==> config.mk <==
export PLATFORM = sky130hd
export DESIGN_NAME = writeback_regfile
export DESIGN_NICKNAME = d
export VERILOG_FILES = /design/src/rtl/writeback_regfile.sv
export SDC_FILE = /design/constraint.sdc
export NUM_CORES = 2
export LEC_CHECK = 0
export CAP_MARGIN = 5
export CORE_MARGIN = 10
export CORE_UTILIZATION = 60
export CTS_BUF_LIST = sky130_fd_sc_hd__clkbuf_8
export DETAILED_ROUTE_END_ITERATION = 8
export HOLD_SLACK_MARGIN = 0.05
export PLACE_DENSITY = 0.82
export SLEW_MARGIN = 20
export SYNTH_ARGS = -nofsm -noshare
export SYNTH_HDL_FRONTEND = slang
export SYNTH_SLANG_ARGS = --single-unit
==> constraint.sdc <==
create_clock -name clock_i -period 3.6 [get_ports clock_i]
set_input_delay 0.72 -clock clock_i [delete_from_list [all_inputs] [get_ports clock_i]]
set_output_delay 0.72 -clock clock_i [all_outputs]
set_load 0.03 [all_outputs]
==> src/rtl/writeback_regfile.sv <==
// Architectural register file plus busy scoreboard, fed by the two writeback FIFO dequeue ports.
// Four registered read ports see same-edge writes and busy updates (write-first bypass).
module writeback_regfile #(
    parameter int NUM_REGS   = 32,
    parameter int DATA_WIDTH = 16
) (
    input  logic                  clock_i,
    input  logic                  reset_i,
    input  logic                  enableA_i,
    input  logic [4:0]            AddressA_i,
    input  logic [DATA_WIDTH-1:0] DataA_i,
    input  logic [1:0]            statusA_i,
    input  logic                  enableB_i,
    input  logic [4:0]            AddressB_i,
    input  logic [DATA_WIDTH-1:0] DataB_i,
    input  logic [1:0]            statusB_i,
    input  logic                  allocA_i,
    input  logic [4:0]            allocAddrA_i,
    input  logic                  allocB_i,
    input  logic [4:0]            allocAddrB_i,
    input  logic [4:0]            readAddr0_i,
    input  logic [4:0]            readAddr1_i,
    input  logic [4:0]            readAddr2_i,
    input  logic [4:0]            readAddr3_i,
    output logic [DATA_WIDTH-1:0] readData0_o,
    output logic [DATA_WIDTH-1:0] readData1_o,
    output logic [DATA_WIDTH-1:0] readData2_o,
    output logic [DATA_WIDTH-1:0] readData3_o,
    output logic                  readBusy0_o,
    output logic                  readBusy1_o,
    output logic                  readBusy2_o,
    output logic                  readBusy3_o,
    output logic [1:0]            status_o,
    output logic                  busyAny_o,
    output logic [7:0]            wbCount_o
);

    logic [DATA_WIDTH-1:0] regs [NUM_REGS];
    logic [NUM_REGS-1:0]   busy;
    logic [NUM_REGS-1:0]   clr_mask;
    logic [NUM_REGS-1:0]   set_mask;
    logic [NUM_REGS-1:0]   busy_next;
    logic [1:0]            status_q;
    logic [7:0]            wb_count;

    logic [4:0]            raddr   [4];
    logic [DATA_WIDTH-1:0] rd_next [4];
    logic                  rb_next [4];
    logic [DATA_WIDTH-1:0] rd_q    [4];
    logic                  rb_q    [4];

    assign raddr[0] = readAddr0_i;
    assign raddr[1] = readAddr1_i;
    assign raddr[2] = readAddr2_i;
    assign raddr[3] = readAddr3_i;

    // Set is applied after clear so a same-edge alloc keeps the register busy.
    always_comb begin
        clr_mask = '0;
        set_mask = '0;
        if (enableA_i) clr_mask[AddressA_i] = 1'b1;
        if (enableB_i) clr_mask[AddressB_i] = 1'b1;
        if (allocA_i)  set_mask[allocAddrA_i] = 1'b1;
        if (allocB_i)  set_mask[allocAddrB_i] = 1'b1;
        busy_next = (busy & ~clr_mask) | set_mask;
    end

    always_comb begin
        for (int unsigned p = 0; p < 4; p++) begin
            if (enableB_i && (AddressB_i == raddr[p]))
                rd_next[p] = DataB_i;
            else if (enableA_i && (AddressA_i == raddr[p]))
                rd_next[p] = DataA_i;
            else
                rd_next[p] = regs[raddr[p]];
            rb_next[p] = busy_next[raddr[p]];
        end
    end

    // Port B is written last so it wins an address collision with port A.
    always_ff @(posedge clock_i) begin
        if (reset_i) begin
            for (int unsigned i = 0; i < NUM_REGS; i++)
                regs[i] <= '0;
        end else begin
            if (enableA_i) regs[AddressA_i] <= DataA_i;
            if (enableB_i) regs[AddressB_i] <= DataB_i;
        end
    end

    always_ff @(posedge clock_i) begin
        if (reset_i) begin
            busy     <= '0;
            status_q <= '0;
            wb_count <= '0;
        end else begin
            busy     <= busy_next;
            wb_count <= wb_count + 8'(enableA_i) + 8'(enableB_i);
            if (enableB_i)
                status_q <= statusB_i;
            else if (enableA_i)
                status_q <= statusA_i;
        end
    end

    always_ff @(posedge clock_i) begin
        if (reset_i) begin
            for (int unsigned p = 0; p < 4; p++) begin
                rd_q[p] <= '0;
                rb_q[p] <= 1'b0;
            end
        end else begin
            for (int unsigned p = 0; p < 4; p++) begin
                rd_q[p] <= rd_next[p];
                rb_q[p] <= rb_next[p];
            end
        end
    end

    assign readData0_o = rd_q[0];
    assign readData1_o = rd_q[1];
    assign readData2_o = rd_q[2];
    assign readData3_o = rd_q[3];
    assign readBusy0_o = rb_q[0];
    assign readBusy1_o = rb_q[1];
    assign readBusy2_o = rb_q[2];
    assign readBusy3_o = rb_q[3];
    assign status_o    = status_q;
    assign busyAny_o   = |busy;
    assign wbCount_o   = wb_count;

endmodule

==> impl_metrics.env <==
export IMPL_rr_worst_depth=6
export IMPL_status="complete, no violations"
export IMPL_synth_seq_cells=622
export IMPL_first_pass_iters=8
export IMPL_post_cts_buffers=0
export IMPL_clock_latency_ns=0.80
export IMPL_drt_first_iter_violations=8815
export IMPL_hp_start="reset_i"
export IMPL_yosys_warnings=0
export IMPL_ioPinCount=161
export IMPL_path_class="flop to primary output"
export IMPL_async_flop_share_pct=0
export IMPL_dr_wl_met2_mm=82.00
export IMPL_max_freq_ghz=0.3057
export IMPL_hold_path_class="input pin to flop"
export IMPL_rsz0062_at_grt="no"
export IMPL_cts_tree="built"
export IMPL_fin_skew_ns=0.03712
export IMPL_h_tree_depth=3
export IMPL_grt_pass1_wl_mm=274.2
export IMPL_cp_startpoint="busy[26]"
export IMPL_maxSlewHeadroom_pct=20.70
export IMPL_critical_path_top_delay_family="simple AND/OR/NAND/NOR gates"
export IMPL_critical_path_startpoint_type="flop"
export IMPL_final_setup_tns_ns=0
export IMPL_layout_common_cells="650 x mux4_2, 513 x a22o_1, 512 x edfxtp_1, 297 x buf_4, 197 x nor2_1"
export IMPL_clk_pin_slew_ns=0.06
export IMPL_highest_layer="met5"
export IMPL_synth_edf_count=512
export IMPL_cts_sinks=622
export IMPL_synthesis_nets=3204
export IMPL_whs_path_depth=2
export IMPL_fin_crit_sh_pct=90.86
export IMPL_clockBufferDepth=3
export IMPL_slowest_stage="or2_2"
export IMPL_syn_area_sq_um=44080
export IMPL_finalHoldViolCount=0
export IMPL_postLayoutCoreUtil_pct=69.55
export IMPL_yosysSeqAreaShare_pct=39.88
export IMPL_die_w_microns=291.0
export IMPL_drtAntennaViolNets=0
export IMPL_wire_per_inst_microns=44.94
export IMPL_antenna_found_initial=14
export IMPL_drc_errors=0
export IMPL_ctsHoldBuffers=0
export IMPL_crit_buf_inv=1
export IMPL_hpwl_mm=125.3
export IMPL_fin_crit_ns=3.271
export IMPL_rows=99
export IMPL_worst_pin_slew_ns=1.186
export IMPL_die_area_sq_um=84700
export IMPL_met3_length_mm=38.46
export IMPL_reg2reg_to="rd_q[1][1]"
export IMPL_drv_cap=0
export IMPL_clk_root_buffer_cell="clkbuf_8"
export IMPL_r2r_start="regs[10][1]"
export IMPL_start_util_pct=60.52
export IMPL_layout_drive_gt1_share_pct=36.41
export IMPL_slew_viol_final=0
export IMPL_critPathMaxFanout=2
export IMPL_fin_nets=3382
export IMPL_synthCells=3120
export IMPL_synthFlopType="edfxtp_1"
export IMPL_p_leak_nw=17.31
export IMPL_via_per_inst=8.820
export IMPL_cp_endpoint="busyAny_o"
export IMPL_gp_congestion=1.079
export IMPL_final_common_cell="mux4_2"
export IMPL_grt_pass1_vias=37510
export IMPL_crit_path_max_incr_delay_ns=0.42
export IMPL_r2r_setup_slack_ns=1.21
export IMPL_peakVddDrop_v=0.0004426
export IMPL_path_cells="nor4_1, nand4_1, or2_2, dlymetal6s2s_1"
export IMPL_fp_dieH_microns=291.0
export IMPL_p_per_area_nw_per_um2=402.7
export IMPL_grt_max_degree=96
export IMPL_wl_mm=195.6
export IMPL_portBuffers=160
export IMPL_wl_met1_mm=55.31
export IMPL_syn_to_final_growth_pct=14.92
export IMPL_end_kind="primary output"
export IMPL_grt_overflow=0
export IMPL_ys_types=68
export IMPL_grt_use_total_pct=45.09
export IMPL_setup_viol=0
export IMPL_required_ns=2.88
export IMPL_path_depth=4
export IMPL_dp_slack_ns=-0.08515
export IMPL_arrival_ns=2.55
export IMPL_core_area_sq_um=72830
export IMPL_synth_avg_cell_area_sq_um=14.13
export IMPL_vias=38390
export IMPL_numCtsBuffers=108
export IMPL_worst_slack_ns=0.3290
final cells by class:
| type | count | area [sq um] |
|---|---|---|
| antenna | 8 | 20.02 |
| clock buffer | 118 | 1624 |
| clock inverter | 80 | 549.3 |
| fill | 4653 | 22180 |
| inverter | 10 | 37.54 |
| multi-input combinational | 2044 | 24720 |
| sequential | 622 | 17580 |
| tap | 959 | 1200 |
| timing repair buffer | 512 | 4931 |
what timing repair did:
| item | CTS | global route |
|---|---|---|
| endpoints found under the hold margin | 0 | 0 |
| endpoints found under the setup margin | 1 | 1 |
| pin swaps | 0 | 1 |
| gates resized for setup | 1 | 1 |
worst register-to-register path, cell delays in order (launching register included):
cell and delay, ns:
edfxtp_1 0.50, mux4_2 0.51, mux4_2 0.55, nor2b_1 0.17
a211oi_1 0.25, o32ai_1 0.13, buf_4 0.18
cell families (layout without fill, tap and decap cells):
| logic type | after synthesis | count (layout) | share of synthesized area, % |
|---|---|---|---|
| AO/OA/AOI/OAI | 751 | 751 | 14.28 |
| buffers and inverters | 454 | 720 | 4.468 |
| multiplexers | 673 | 673 | 33.75 |
| flip-flops | 622 | 622 | 39.88 |
| adder cells (fa/ha/maj) | 2 | 2 | 0.07380 |
| XOR/XNOR | 46 | 46 | 0.9141 |
| other | 0 | 8 | 0 |
| AND/OR/NAND/NOR | 572 | 572 | 6.637 |
metrics by stage:
step / hold slack [ns] / cells / cell area [sq um] / power (mW)
after floorplan: 0.5143 / 3120 / 44080 / 11.51
after global placement: 0.5076 / 4147 / 48450 / 13.24
after detailed placement: 0.5390 / 4147 / 48450 / 13.41
after CTS: 0.4769 / 4345 / 50630 / 20.04
after global routing: 0.5021 / 4348 / 50640 / 20.69
final: 0.4691 / 4353 / 50650 / 20.40
synthesized netlist by cell type (all sizes together) (4+ instances only):
library cell | number | area (sq um)
and4b | 6 | 60.06
a211oi | 58 | 435.4
nor3 | 28 | 140.1
a31o | 6 | 52.55
nor3b | 10 | 75.07
clkbuf | 269 | 1010
nor4 | 19 | 118.9
inv | 9 | 33.78
and4bb | 6 | 75.07
buf | 175 | 922.1
or3 | 4 | 25.02
a22o | 513 | 4493
mux4 | 650 | 14640
mux2 | 4 | 45.04
nand3b | 10 | 75.07
nor2 | 197 | 739.5
o32ai | 64 | 560.5
and3 | 18 | 112.6
nand4b | 9 | 78.83
nand2b | 31 | 193.9
nand3 | 19 | 95.09
nor2b | 71 | 444.2
xnor2 | 10 | 87.58
mux2i | 19 | 190.2
a31oi | 36 | 231.5
o22ai | 39 | 244.0
nand2 | 115 | 431.7
a22oi | 4 | 30.03
nand4 | 5 | 31.28
edfxtp | 512 | 15370
or2 | 5 | 31.28
a21oi | 5 | 25.02
nor4b | 4 | 56.30
dfxtp | 110 | 2202
xor2 | 36 | 315.3
how the worst min path moves through the flow:
stage,endpoint,slack (ns)
final,busy[24],0.47
after global routing,busy[24],0.50
after CTS,busy[22],0.48
after detailed placement,wbCount_o[5],0.54
after global placement,wbCount_o[7],0.51
after floorplan,busy[8],0.51
flip-flops by register name, summed over array words and instances (netlist names):
signal,flops
regs,512
rd_q,64
busy,32
wbCount_o,8
rb_q,4
status_o,2
metal layers:
metal,vias up,GRT usage [%]
met3,1342,22.60
li1,13710,-
met5,-,0
met4,14,34.49
met1,18260,51.71
met2,5063,63.89
where the power goes:
part	internal [mW]	total (mW)	switching (mW)
combinational	2.18	4.82	2.64
sequential	8.28	8.74	0.458
clock	3.53	6.84	3.31
No activity file was read; power rests on OpenSTA's default activity.
